File: src/rtl/audio_serial_port_transceiver.sv
// audio_serial_port_transceiver: BCLK/LRCK master with LJ or I2S DAC
// serialiser and ADC deserialiser for the WM8731 audio path.
module audio_serial_port_transceiver #(
  parameter int CLK_RATE_HZ = 50000000,
  parameter int SAMPLE_RATE = 48000,
  parameter int SAMPLE_BITS = 16,
  parameter int SLOT_BITS   = 32,
  parameter int FORMAT      = 0
) (
  input  logic                   CLK,
  input  logic                   RESET,
  input  logic                   ENABLE,
  output logic                   BUSY,
  input  logic [SAMPLE_BITS-1:0] DAC_LCHAN_DATA,
  input  logic [SAMPLE_BITS-1:0] DAC_RCHAN_DATA,
  output logic                   DAC_LCHAN_TRIG,
  output logic                   DAC_RCHAN_TRIG,
  output logic [SAMPLE_BITS-1:0] ADC_LCHAN_DATA,
  output logic [SAMPLE_BITS-1:0] ADC_RCHAN_DATA,
  output logic                   ADC_LCHAN_READY,
  output logic                   ADC_RCHAN_READY,
  output logic                   AUD_BCLK,
  output logic                   AUD_DACLRCK,
  output logic                   AUD_ADCLRCK,
  output logic                   AUD_DACDAT,
  input  logic                   AUD_ADCDAT,
  output logic                   LAD_AUD_BCLK,
  output logic                   LAD_AUD_DACLRCK,
  output logic                   LAD_AUD_DACDAT,
  output logic                   LAD_AUD_ADCLRCK,
  output logic                   LAD_AUD_ADCDAT
);

  localparam int SB = SAMPLE_BITS;
  localparam int S  = SLOT_BITS;
  localparam int D  = FORMAT;
  localparam int BCLK_HALF = CLK_RATE_HZ / (SAMPLE_RATE * 4 * SLOT_BITS);
  localparam int HW = (BCLK_HALF >= 2) ? $clog2(BCLK_HALF) : 1;
  localparam int BW = $clog2(2 * S);

  localparam logic [HW-1:0] HC_LAST   = HW'(BCLK_HALF - 1);
  localparam logic [BW-1:0] BI_LAST   = BW'(2 * S - 1);
  localparam logic [BW-1:0] BI_RSTART = BW'(S);
  localparam logic          L_LVL     = (FORMAT == 0);

  if (BCLK_HALF < 2) begin : g_chk_div
    $error("BCLK_HALF must be at least 2");
  end
  if (SLOT_BITS < SAMPLE_BITS + FORMAT) begin : g_chk_slot
    $error("SLOT_BITS too small for SAMPLE_BITS and FORMAT");
  end

  typedef enum logic [1:0] {IDLE, RUN, DRAIN} state_e;

  state_e           state_q, state_d;
  logic [HW-1:0]    hc_q, hc_d;
  logic [BW-1:0]    bi_q, bi_d;
  logic             bclk_q, bclk_d;
  logic             lrck_q, lrck_d;
  logic             dac_q, dac_d;
  logic [SB-1:0]    tx_q, tx_d;
  logic [SB-1:0]    rx_q, rx_d;
  logic [SB-1:0]    adc_l_q, adc_l_d;
  logic [SB-1:0]    adc_r_q, adc_r_d;
  logic             trig_l_q, trig_l_d;
  logic             trig_r_q, trig_r_d;
  logic             rdy_l_q, rdy_l_d;
  logic             rdy_r_q, rdy_r_d;

  logic [BW-1:0]    nxt_bi;
  logic [BW-1:0]    cur_p;
  logic [BW-1:0]    nxt_p;
  logic [SB-1:0]    src;
  logic             hc_term;
  logic             rise;
  logic             fall;
  logic             in_data;

  function automatic logic [BW-1:0] pos(input logic [BW-1:0] b);
    return (b >= BI_RSTART) ? b - BI_RSTART : b;
  endfunction

  // Bit sent at slot position p; zero outside the data window.
  function automatic logic tx_bit(input logic [SB-1:0] s,
                                  input logic [BW-1:0] p);
    logic b;
    b = 1'b0;
    for (int k = 0; k < SB; k++)
      if (int'(p) == k + D) b = s[SB-1-k];
    return b;
  endfunction

  always_comb begin
    state_d  = state_q;
    hc_d     = hc_q;
    bclk_d   = bclk_q;
    bi_d     = bi_q;
    lrck_d   = lrck_q;
    dac_d    = dac_q;
    tx_d     = tx_q;
    rx_d     = rx_q;
    adc_l_d  = adc_l_q;
    adc_r_d  = adc_r_q;
    trig_l_d = 1'b0;
    trig_r_d = 1'b0;
    rdy_l_d  = 1'b0;
    rdy_r_d  = 1'b0;
    src      = tx_q;
    nxt_bi   = (bi_q == BI_LAST) ? '0 : bi_q + 1'b1;
    cur_p    = pos(bi_q);
    nxt_p    = pos(nxt_bi);
    hc_term  = (hc_q == HC_LAST);
    rise     = hc_term & ~bclk_q;
    fall     = hc_term & bclk_q;
    in_data  = (int'(cur_p) >= D) && (int'(cur_p) < D + SB);
    case (state_q)
      IDLE: begin
        if (ENABLE) begin
          state_d  = RUN;
          hc_d     = '0;
          bclk_d   = 1'b0;
          bi_d     = '0;
          lrck_d   = L_LVL;
          tx_d     = DAC_LCHAN_DATA;
          trig_l_d = 1'b1;
          dac_d    = tx_bit(DAC_LCHAN_DATA, '0);
        end
      end
      RUN, DRAIN: begin
        if (state_q == RUN && !ENABLE) state_d = DRAIN;
        hc_d = hc_term ? '0 : hc_q + 1'b1;
        if (hc_term) bclk_d = ~bclk_q;
        if (rise && in_data) begin
          rx_d = {rx_q[SB-2:0], AUD_ADCDAT};
          if (int'(cur_p) == D + SB - 1) begin
            if (bi_q < BI_RSTART) begin
              adc_l_d = rx_d;
              rdy_l_d = 1'b1;
            end else begin
              adc_r_d = rx_d;
              rdy_r_d = 1'b1;
            end
          end
        end
        if (fall) begin
          if (state_q == DRAIN && bi_q == BI_LAST) begin
            state_d = IDLE;
            hc_d    = '0;
            bclk_d  = 1'b0;
            bi_d    = '0;
            lrck_d  = 1'b0;
            dac_d   = 1'b0;
          end else begin
            bi_d   = nxt_bi;
            lrck_d = (nxt_bi < BI_RSTART) ? L_LVL : ~L_LVL;
            if (nxt_bi == '0) begin
              src      = DAC_LCHAN_DATA;
              tx_d     = src;
              trig_l_d = 1'b1;
            end else if (nxt_bi == BI_RSTART) begin
              src      = DAC_RCHAN_DATA;
              tx_d     = src;
              trig_r_d = 1'b1;
            end
            dac_d = tx_bit(src, nxt_p);
          end
        end
      end
      default: state_d = IDLE;
    endcase
  end

  always_ff @(posedge CLK or posedge RESET) begin
    if (RESET) begin
      state_q  <= IDLE;
      hc_q     <= '0;
      bclk_q   <= 1'b0;
      bi_q     <= '0;
      lrck_q   <= 1'b0;
      dac_q    <= 1'b0;
      tx_q     <= '0;
      rx_q     <= '0;
      adc_l_q  <= '0;
      adc_r_q  <= '0;
      trig_l_q <= 1'b0;
      trig_r_q <= 1'b0;
      rdy_l_q  <= 1'b0;
      rdy_r_q  <= 1'b0;
    end else begin
      state_q  <= state_d;
      hc_q     <= hc_d;
      bclk_q   <= bclk_d;
      bi_q     <= bi_d;
      lrck_q   <= lrck_d;
      dac_q    <= dac_d;
      tx_q     <= tx_d;
      rx_q     <= rx_d;
      adc_l_q  <= adc_l_d;
      adc_r_q  <= adc_r_d;
      trig_l_q <= trig_l_d;
      trig_r_q <= trig_r_d;
      rdy_l_q  <= rdy_l_d;
      rdy_r_q  <= rdy_r_d;
    end
  end

  assign BUSY            = (state_q != IDLE);
  assign DAC_LCHAN_TRIG  = trig_l_q;
  assign DAC_RCHAN_TRIG  = trig_r_q;
  assign ADC_LCHAN_DATA  = adc_l_q;
  assign ADC_RCHAN_DATA  = adc_r_q;
  assign ADC_LCHAN_READY = rdy_l_q;
  assign ADC_RCHAN_READY = rdy_r_q;
  assign AUD_BCLK        = bclk_q;
  assign AUD_DACLRCK     = lrck_q;
  assign AUD_ADCLRCK     = lrck_q;
  assign AUD_DACDAT      = dac_q;
  assign LAD_AUD_BCLK    = bclk_q;
  assign LAD_AUD_DACLRCK = lrck_q;
  assign LAD_AUD_DACDAT  = dac_q;
  assign LAD_AUD_ADCLRCK = lrck_q;
  assign LAD_AUD_ADCDAT  = AUD_ADCDAT;

endmodule
File: config.mk
export PLATFORM = sky130hd
export DESIGN_NAME = audio_serial_port_transceiver
export DESIGN_NICKNAME = d
export VERILOG_FILES = /design/src/rtl/audio_serial_port_transceiver.sv
export SDC_FILE = /design/constraint.sdc
export NUM_CORES = 1
export LEC_CHECK = 0
export ABC_AREA = 1
export BUFFER_PORTS_ARGS = -buffer_cell sky130_fd_sc_hd__buf_4
export CORE_MARGIN = 5
export CORE_UTILIZATION = 35
export CTS_BUF_LIST = sky130_fd_sc_hd__clkbuf_4
export DETAILED_ROUTE_END_ITERATION = 8
export HOLD_SLACK_MARGIN = 0.02
export PLACE_DENSITY_LB_ADDON = 0.3
export SLEW_MARGIN = 20
export SYNTH_ARGS = -nofsm -noshare
export SYNTH_HDL_FRONTEND = slang
export SYNTH_SLANG_ARGS = --single-unit
File: constraint.sdc
create_clock -name CLK -period 3.7 [get_ports CLK]
set_input_delay 0.37 -clock CLK [delete_from_list [all_inputs] [get_ports CLK]]
set_output_delay 0.37 -clock CLK [all_outputs]
set_load 0.005 [all_outputs]
* Word level (Yosys, flattened, before mapping)
Index checks and enable logic that the tools add are counted.
** Storage, ports and cells
- Input bits :: 36
- Register bits :: 81
** Operators by class
- Equality and inequality tests :: 24
- Mux-type cells :: 71
- Add/sub/neg operators :: 4
- Bitwise operators :: 4
- Order comparisons :: 5
- Reductions and logical operators :: 16
** Operators with widths (count)
- two-way mux 16 bit :: 5
- equality test 6 x 5 -> 1 bit, second input constant :: 9
- two-way mux 1 bit :: 44
- two-way mux 6 bit :: 6
- case mux 16 bit (2 select lines) :: 1
- equality test 6 x 4 -> 1 bit, second input constant :: 4
- equality test 6 x 3 -> 1 bit, second input constant :: 2
- equality test 6 bit, second input constant :: 2
- greater-or-equal comparator 6 bit, second input constant :: 2
- zero test 6 bit :: 2
- less-than comparator 6 bit, second input constant :: 2
- two-way mux 3 bit :: 4
- case mux 6 bit (2 select lines) :: 1
- AND reduction 4 bit :: 3
- subtractor 6 bit, second input constant :: 2
- two-way mux 2 bit :: 4
- case mux 1 bit (2 select lines) :: 4
- adder 6 x 1 -> 6 bit, second input constant :: 1
- equality test 6 x 2 -> 1 bit, second input constant :: 1
- less-than comparator 6 x 5 -> 1 bit, second input constant :: 1
- != test 2 bit, second input constant :: 3
- case mux 3 bit (2 select lines) :: 1
- case mux 2 bit (2 select lines) :: 1
- AND reduction 2 bit :: 2
- other kinds (12) :: 17

* Logic depth before layout (Yosys ltp)
Gate-level depths: netlist of the first run.
- Depth in word-level cells :: 24
- Mapped depth :: 26
- Depth with buffers taken out :: 26

* Worst setup path after synthesis of the first run
No wires, ideal clock.
- Kind :: register to register
- Start point :: register bi_q[0]
- End point :: register dac_q, in the netlist AUD_DACDAT
- Data required time :: 3.579 ns
- Path buffers :: 1
- Slack :: 1.328 ns
- Period minus slack after synthesis :: 2.372 ns
- Arrival time :: 2.251 ns
- Library setup time :: 0.121 ns
- Cell stages (with the launch flop) :: 23
- Cells stage by stage :: dfrtp_1 > ha_1 > nand2_1 > inv_2 > nand3_1 > nand3_4 > nor2_8 > nand2_4 > buf_6 > o221ai_1 > inv_2 > a21oi_1 > nand2_1 > nand2_1 > nand2_1 > nand2_1 > nand2_1 > nand2_1 > nand3_1 > nand2_1 > nand2_1 > nand2_1 > a21oi_1
** On the way
- Cells in the longest elaborated chain, start to end :: 24
- Elaborated cells between the ends (all ways) :: 46
** RTL lines
- start, declared :: line 57 : logic [BW-1:0] bi_q, bi_d;
- start signal, assigned :: line 193 : bi_q <= bi_d;
- adder 6 x 1 -> 6 bit or equality test 6 bit (tied branches) :: line 109, 146
- two-way mux 6 bit :: line 109 : nxt_bi = (bi_q == BI_LAST) ? '0 : bi_q + 1'b1;
- subtractor 6 bit (tied with other cells) :: line 80 : return (b >= BI_RSTART) ? b - BI_RSTART : b;
- two-way mux 6 bit or two-way mux 16 bit (tied branches)
- zero test 6 bit or two-way mux 16 bit (tied branches)
- two-way mux 1 bit (16 in series) :: line 89 : if (int'(p) == k + D) b = s[SB-1-k];
- two-way mux 1 bit (*) :: line 146 : if (state_q == DRAIN && bi_q == BI_LAST) begin
- two-way mux 1 bit (*) :: line 145 : if (fall) begin
- case mux 1 bit (2 select lines) (*) :: line 116 : case (state_q)
- end signal, assigned :: line 180 : dac_q <= 1'b0;
- end signal, assigned :: line 195 : dac_q <= dac_d;
- end, declared :: line 60 : logic dac_q, dac_d;
Mark *: on every way between the ends. The rest lies on a longest branch, timed or not. The select of a mux whose other input is x is not followed.
A chain may end at the register's enable or synchronous reset.

* Worst setup path after layout of the first run
Same ends and word-level chain as after synthesis.

==> flow_summary_export.csv, run 1 <==
group,metric,value,unit
clocking,cts.root.buffer_cell,"sky130_fd_sc_hd__clkbuf_4",
yosys,top_ff_cell_synth,"sky130_fd_sc_hd__dfrtp_1",
placed_design,placed_cells,712,
detailed_routing,ant_nets,0,
detailed_routing,drt_wl_total,10300,um
die,core_region_area,11500,sq um
pwr,net-switching-power,1200,uW
yosys,ys_top_cells_by_count,"sky130_fd_sc_hd__nand2_1 (109), sky130_fd_sc_hd__dfrtp_1 (81), sky130_fd_sc_hd__o21ai_0 (65)",
pwr,power.share.clock,18.9,%
global_routing,global_route_usage_over_all_layers,15.1,%
finish,n_antenna_cell,0,
yosys,synth.avg_cell_area,8.14,sq um
timing,grt_setup_unrepaired,"no",
yosys,synth-edff-count,0,
pwr,worst_ir_drop_vdd,0.537,mV
pwr,pwr-share-seq,38.7,%
die,fp.dieArea,14000,sq um
pwr,power.share.combinational,42.4,%
placed_design,post_dp_cell_area,4830,sq um
clocking,cts_tree,"done",
clocking,worst_skew_pair.late_latency,0.44,ns
setup_path,cp-end-kind,"register",
finish,post-route-cell-area,4990,sq um
run,cap_violations,0,
timing,slew-limit-headroom,42.2,%
timing,max_freq,348,MHz
placed_design,dp_slack,0.855,ns
global_routing,global_route_wire_length_before_repair,17800,um
timing,slew_viol_final,0,
clocking,clkSinkCount,81,
clocking,cts.clk_slew.worst_paths,0.13,ns
timing,fin_worst_skew,0.0115,ns
setup_path,critPathLaunchType,"register",
detailed_routing,vias,3630,
finish,relative_area_change_from_synthesis_to_final_layout,21.0,%
timing,worst_slack,0.826,ns
yosys,post_synth_main_area_contributors,"sky130_fd_sc_hd__dfrtp_1 (49%), sky130_fd_sc_hd__nand2_1 (9.9%), sky130_fd_sc_hd__o21ai_0 (7.9%), sky130_fd_sc_hd__inv_1 (4.7%), sky130_fd_sc_hd__nor2_1 (4.6%)",
clocking,htree_depth,3,
yosys,syn_nets,555,
detailed_routing,dr_iter_0_viols,240,
timing,min_period,2.87,ns
pwr,power.static_leakage,0.00241,uW
clocking,post_cts.repair.setup_buffers,0,
yosys,synth_top_cell_by_area,"sky130_fd_sc_hd__dfrtp_1",
pwr,sw_frac_of_total,40.6,%
die,die_x_extent,119,um
detailed_routing,vias_per_cell,4.98,
placed_design,gpl.final_weighted_congestion,0.910,
die,core.rowCount,39,
timing,final_hold_viol_count,0,
timing,timing.setup.tns,0,ns
yosys,synth_top_area_share,49.2,%
pwr,power.internal,1750,uW
yosys,async_reset_ff_share,100,%
placed_design,hpwlAfterDp,7450,um
pwr,pwr_density_cell,591,nW/um^2
run_status,outcome,"complete, no violations",
global_routing,via_count_of_the_first_global_routing_pass,3643,
timing,report.final.setup_viol,0,
detailed_routing,wl_per_cell,14.2,um
timing,worst_slew_pin_slew,0.866,ns
setup_path,cp_data_arrival_time,3.21,ns
global_routing,largest_net_degree_at_the_start_of_global_routing,65,
yosys,post_synth_inst_count,506,
global_routing,grt_antenna_before_repair,0,
worst_hold_path,timing.hold.worst.class,"in2reg",
placed_design,io_buffers,81,
yosys,syn_area,4120,sq um
yosys,yosysSeqAreaShare,49.2,%
detailed_routing,first_pass_iters,5,
die,io_pins,82,
yosys,synth_cell_types,34,
finish,drive_gt1_share,20.5,%
clocking,clk_path_buf_depth,2,
finish,finalNetCount,630,
pwr,p_total,2950,uW
die,die_height,119,um
setup_path,critical_path.max_fanout,17,
yosys,synth-warning-count,0,
yosys,synth_seq_cells,81,
global_routing,grt-ovfl-total,0,
setup_path,timing_worst_setup_path_type,"reg2reg",
yosys,yosysMostFrequentCell,"sky130_fd_sc_hd__nand2_1",
timing,finalCritPeriodShare,77.7,%
clocking,number_of_cts_inserted_buffers,9,
finish,filler_cell_count,1126,
detailed_routing,drc_violations_left,0,
finish,final-instance-count-excl-fill,729,
die,start_util,35.9,%
setup_path,worstPathRequired,4.04,ns
[area by class of cell]
cell class | count | area [sq um] | share of cell area, %
inverter | 60 | 230 | 4.62
multi-input combinational | 341 | 1740 | 34.9
tap | 143 | 179 | 3.59
clock inverter | 5 | 63.8 | 1.28
clock buffer | 11 | 82.6 | 1.66
sequential | 81 | 2030 | 40.7
timing repair buffer | 88 | 663 | 13.3
[cell families after synthesis]
kind of cell	Yosys count	synth area share, %
flip-flops	81	49.2
buffers and inverters	84	8.56
AO/OA/AOI/OAI	131	17.4
AND/OR/NAND/NOR	197	20.9
adder cells (fa/ha/maj)	13	3.95
[per-layer routing]
metal	global-route usage [%]	vias to the layer above	routed length, um
met5	0	-	0
met4	4.11	0	149
met3	4.30	13	701
met2	23.7	145	4750
met1	20.6	1680	4730
li1	-	1792	-
[through the flow]
stage                     hold slack [ns]  util (%)
after detailed placement            0.468      42.1
after CTS                           0.195      43.5
after floorplan                     0.449         -
after global placement              0.464      42.1
final                               0.227      43.5
after global routing                0.196      43.5
[placed cells by master, fill, tap and decap left out, types with 5 or more instances in the layout]
master | Yosys | routed
sky130_fd_sc_hd__nand2_1 | 109 | 109
sky130_fd_sc_hd__buf_4 | 8 | 87
sky130_fd_sc_hd__dfrtp_1 | 81 | 81
sky130_fd_sc_hd__o21ai_0 | 65 | 65
sky130_fd_sc_hd__inv_1 | 52 | 51
sky130_fd_sc_hd__nor2_1 | 50 | 50
sky130_fd_sc_hd__a21oi_1 | 36 | 36
sky130_fd_sc_hd__nand3_1 | 20 | 20
sky130_fd_sc_hd__o22ai_1 | 13 | 13
sky130_fd_sc_hd__ha_1 | 13 | 13
sky130_fd_sc_hd__clkbuf_4 | 0 | 11
sky130_fd_sc_hd__inv_2 | 5 | 5
[power groups by stage]
| stage | sequential [uW] | clock, uW | combinational (uW) |
|---|---|---|---|
| after floorplan | 1130 | 0 | 895 |
| after global placement | 1150 | 0 | 1230 |
| after detailed placement | 1160 | 0 | 1250 |
| after CTS | 1140 | 581 | 1250 |
| after global routing | 1160 | 619 | 1430 |
| final | 1140 | 558 | 1250 |
[path summary, 6_finish.rpt]
kind,startpoint,endpoint,slack [ns],cells after the start
worst max-delay path,bi_q[0],AUD_DACDAT,0.83,25
worst min-delay path,ENABLE,state_q[0],0.23,3
worst max register to register,bi_q[0],AUD_DACDAT,0.83,25
worst min register to register,tx_q[1],tx_q[1],0.50,2
max in group asynchronous,RESET,AUD_BCLK,2.50,4
min in group asynchronous,RESET,tx_q[10],0.53,3
[sequential cells by signal (all words and copies together) (netlist names), 2 cells and up]
signal,cells
ADC_LCHAN_DATA,16
ADC_RCHAN_DATA,16
tx_q,16
rx_q,15
bi_q,6
hc_q,3
state_q,2
[worst max-delay path, stage by stage, from the launching register on]
cell and delay, ns:
sky130_fd_sc_hd__dfrtp_1 0.46, sky130_fd_sc_hd__ha_1 0.26, sky130_fd_sc_hd__nand2_1 0.10, sky130_fd_sc_hd__inv_2 0.07
sky130_fd_sc_hd__nand3_1 0.13, sky130_fd_sc_hd__nand3_4 0.14, sky130_fd_sc_hd__nor2_8 0.30, sky130_fd_sc_hd__nand2_4 0.20
sky130_fd_sc_hd__inv_2 0.18, sky130_fd_sc_hd__nand2_1 0.08, sky130_fd_sc_hd__nand3_1 0.09, sky130_fd_sc_hd__nand3_1 0.07
sky130_fd_sc_hd__nand2_1 0.06, sky130_fd_sc_hd__nand2_1 0.04, sky130_fd_sc_hd__nand2_1 0.05, sky130_fd_sc_hd__nand2_1 0.04
sky130_fd_sc_hd__nand2_1 0.05, sky130_fd_sc_hd__nand2_1 0.04, sky130_fd_sc_hd__nand2_1 0.05, sky130_fd_sc_hd__nand2_1 0.04
sky130_fd_sc_hd__nand2_1 0.05, sky130_fd_sc_hd__nand3_1 0.06, sky130_fd_sc_hd__nand2_1 0.06, sky130_fd_sc_hd__nand2_1 0.05
sky130_fd_sc_hd__nand2_1 0.06, sky130_fd_sc_hd__a21oi_1 0.05
[timing repair]
action / CTS / global route
resized for setup: 0 / 0
hold buffers: 1 / 0
endpoints found under the hold margin: 63 / 0
Power figures use the tool's default switching activity.
==> inputs of run 2 (changes only) <==
==> constraint.sdc (replaced) <==
create_clock -name CLK -period 2.6 [get_ports CLK]
set_input_delay 0.26 -clock CLK [delete_from_list [all_inputs] [get_ports CLK]]
set_output_delay 0.26 -clock CLK [all_outputs]
set_load 0.005 [all_outputs]
==> flow_summary_export.csv, run 2 (synthesis results as in run 1) <==
group,metric,value,unit
setup_path,slowest_delay,0.38,ns
run,cap_violations,0,
detailed_routing,dr_iter_0_viols,209,
pwr,power.share.combinational,45.2,%
timing,final_hold_viol_count,0,
timing,finalCritPeriodShare,97.3,%
detailed_routing,first_pass_iters,5,
setup_path,worstPathRequired,2.98,ns
run_status,outcome,"complete, no violations",
global_routing,grt_antenna_before_repair,0,
setup_path,critical_path.max_fanout,10,
detailed_routing,ant_nets,0,
placed_design,placed_cells,721,
timing,worst_slew_pin_slew,0.866,ns
worst_hold_path,timing.hold.worst.class,"in2reg",
setup_path,critPathLaunchType,"register",
global_routing,largest_net_degree_at_the_start_of_global_routing,50,
detailed_routing,drc_violations_left,0,
timing,slew-limit-headroom,42.2,%
global_routing,grt-ovfl-total,0,
finish,n_antenna_cell,0,
timing,grt_setup_unrepaired,"yes",
finish,final-instance-count-excl-fill,750,
pwr,power.internal,2430,uW
die,fp.dieArea,14000,sq um
global_routing,global_route_wire_length_before_repair,17800,um
clocking,cts_tree,"done",
clocking,clk_path_buf_depth,2,
finish,drive_gt1_share,27.0,%
clocking,cts.clk_slew.worst_paths,0.14,ns
timing,min_period,2.53,ns
clocking,clkSinkCount,81,
pwr,p_total,4190,uW
setup_path,timing_worst_setup_path_type,"reg2reg",
setup_path,cp-end-kind,"register",
timing,max_freq,395,MHz
setup_path,cp-startpoint,"bi_q[1]",
detailed_routing,wl_per_cell,14.3,um
timing,fin_worst_skew,0.0125,ns
finish,layout.cells.most_common,"sky130_fd_sc_hd__nand2_1",
setup_path,critical-path-slowest-cell,"sky130_fd_sc_hd__dfrtp_1",
detailed_routing,drt_wl_total,10700,um
placed_design,gpl.final_weighted_congestion,0.919,
finish,finalNetCount,651,
die,die_height,119,um
pwr,worst_ir_drop_vdd,0.508,mV
die,io_pins,82,
die,core_region_area,11500,sq um
worst_hold_path,hold_path.startpoint,"ENABLE",
pwr,pwr_density_cell,793,nW/um^2
setup_path,timing.critical_path.cells,"ha_2 -> nand2_2 -> inv_4 -> nand3_4 -> nand2_4 -> nand2_4 -> nor2_8 -> buf_6 -> buf_6 -> o22ai_1 -> o21bai_4 -> a21oi_2 -> nand2_1 -> nand2_1 -> nand2_1 -> nand2_1 -> nand2_1 -> nand3_1 -> nand2_1 -> nand2_1 -> nand2_1 -> a21oi_1",
pwr,net-switching-power,1760,uW
timing,slew_viol_final,0,
finish,filler_cell_count,1104,
global_routing,via_count_of_the_first_global_routing_pass,3738,
pwr,sw_frac_of_total,41.9,%
setup_path,crit-reg2reg-launch,"bi_q[1]",
clocking,worst_skew_pair.late_latency,0.44,ns
timing,worst_slack,0.0696,ns
pwr,power.share.clock,16.2,%
global_routing,global_route_usage_over_all_layers,15.1,%
timing,fin_worst_hold_slack,0.113,ns
die,die_x_extent,119,um
timing,report.final.setup_viol,0,
detailed_routing,vias_per_cell,5.01,
pwr,pwr-share-seq,38.6,%
placed_design,hpwlAfterDp,7640,um
clocking,number_of_cts_inserted_buffers,9,
placed_design,io_buffers,81,
clocking,htree_depth,3,
setup_path,cpMostUsedCell,"sky130_fd_sc_hd__nand2_1",
die,core.rowCount,39,
pwr,power.static_leakage,0.00252,uW
finish,relative_area_change_from_synthesis_to_final_layout,28.1,%
finish,most-common-layout-cells,"sky130_fd_sc_hd__nand2_1 (106), sky130_fd_sc_hd__buf_4 (102), sky130_fd_sc_hd__dfrtp_1 (80)",
placed_design,dp_slack,0.00352,ns
setup_path,cp_data_arrival_time,2.91,ns
detailed_routing,vias,3761,
clocking,cts.root.buffer_cell,"sky130_fd_sc_hd__clkbuf_4",
die,start_util,35.9,%
-- run 2: worst paths after layout --
kind / to / slack [ns] / cells past startpoint
min in group asynchronous: bi_q[1] / 0.42 / 3
min reg2reg: rx_q[13] / 0.50 / 2
min: state_q[1] / 0.11 / 4
max in group asynchronous: ADC_LCHAN_DATA[1] / 1.54 / 4
max reg2reg: AUD_DACDAT / 0.07 / 22
max: AUD_DACDAT / 0.07 / 22
-- run 2: through the flow --
step / utilization (%) / area, sq um / setup TNS (ns)
after global routing: 46.0 / 5280 / -0.131
after floorplan: - / 4120 / 0
after CTS: 44.0 / 5040 / 0
after detailed placement: 42.8 / 4910 / 0
final: 46.0 / 5280 / 0
after global placement: 42.8 / 4910 / 0
-- run 2: area by class of cell --
class | count | area (sq um) | area share (%)
sequential | 81 | 2030 | 38.4
multi-input combinational | 342 | 1870 | 35.5
timing repair buffer | 108 | 841 | 15.9
inverter | 60 | 234 | 4.43
tap | 143 | 179 | 3.39
clock buffer | 9 | 67.6 | 1.28
clock inverter | 7 | 55.1 | 1.04
-- run 2: critical path, delay by kind of cell, from the launching register on --
| kind | cells | cell delay [ns] |
|---|---|---|
| simple gates | 14 | 0.97 |
| compound gates | 4 | 0.53 |
| flops | 1 | 0.38 |
| buf+inv | 3 | 0.36 |
| fa+ha+maj | 1 | 0.22 |
-- run 2: layer usage --
metal / track usage, % / up-vias / part of all wire [%]
met5: 0 / - / 0
met4: 3.83 / 0 / 1.3
met3: 4.78 / 11 / 7.0
met2: 24.3 / 130 / 48
met1: 19.9 / 1774 / 44
li1: - / 1846 / -
-- run 2: power by group through the flow --
| stage | Sequential (uW) | Clock, uW | Combinational (uW) |
|---|---|---|---|
| floorplan | 1610 | 0 | 1270 |
| global placement | 1630 | 0 | 1780 |
| detailed placement | 1640 | 0 | 1810 |
| CTS | 1610 | 715 | 1820 |
| global route | 1640 | 765 | 2160 |
| finish | 1610 | 679 | 1890 |
-- run 2: what timing repair did --
| item | in CTS | in global routing |
|---|---|---|
| gates cloned | 0 | 1 |
| hold endpoints to repair | 32 | 0 |
| hold buffers | 1 | 0 |
| buffers inserted | 0 | 11 |
| endpoints found under the setup margin | 1 | 1 |
| pin swaps | 1 | 13 |
| resized for setup | 2 | 40 |
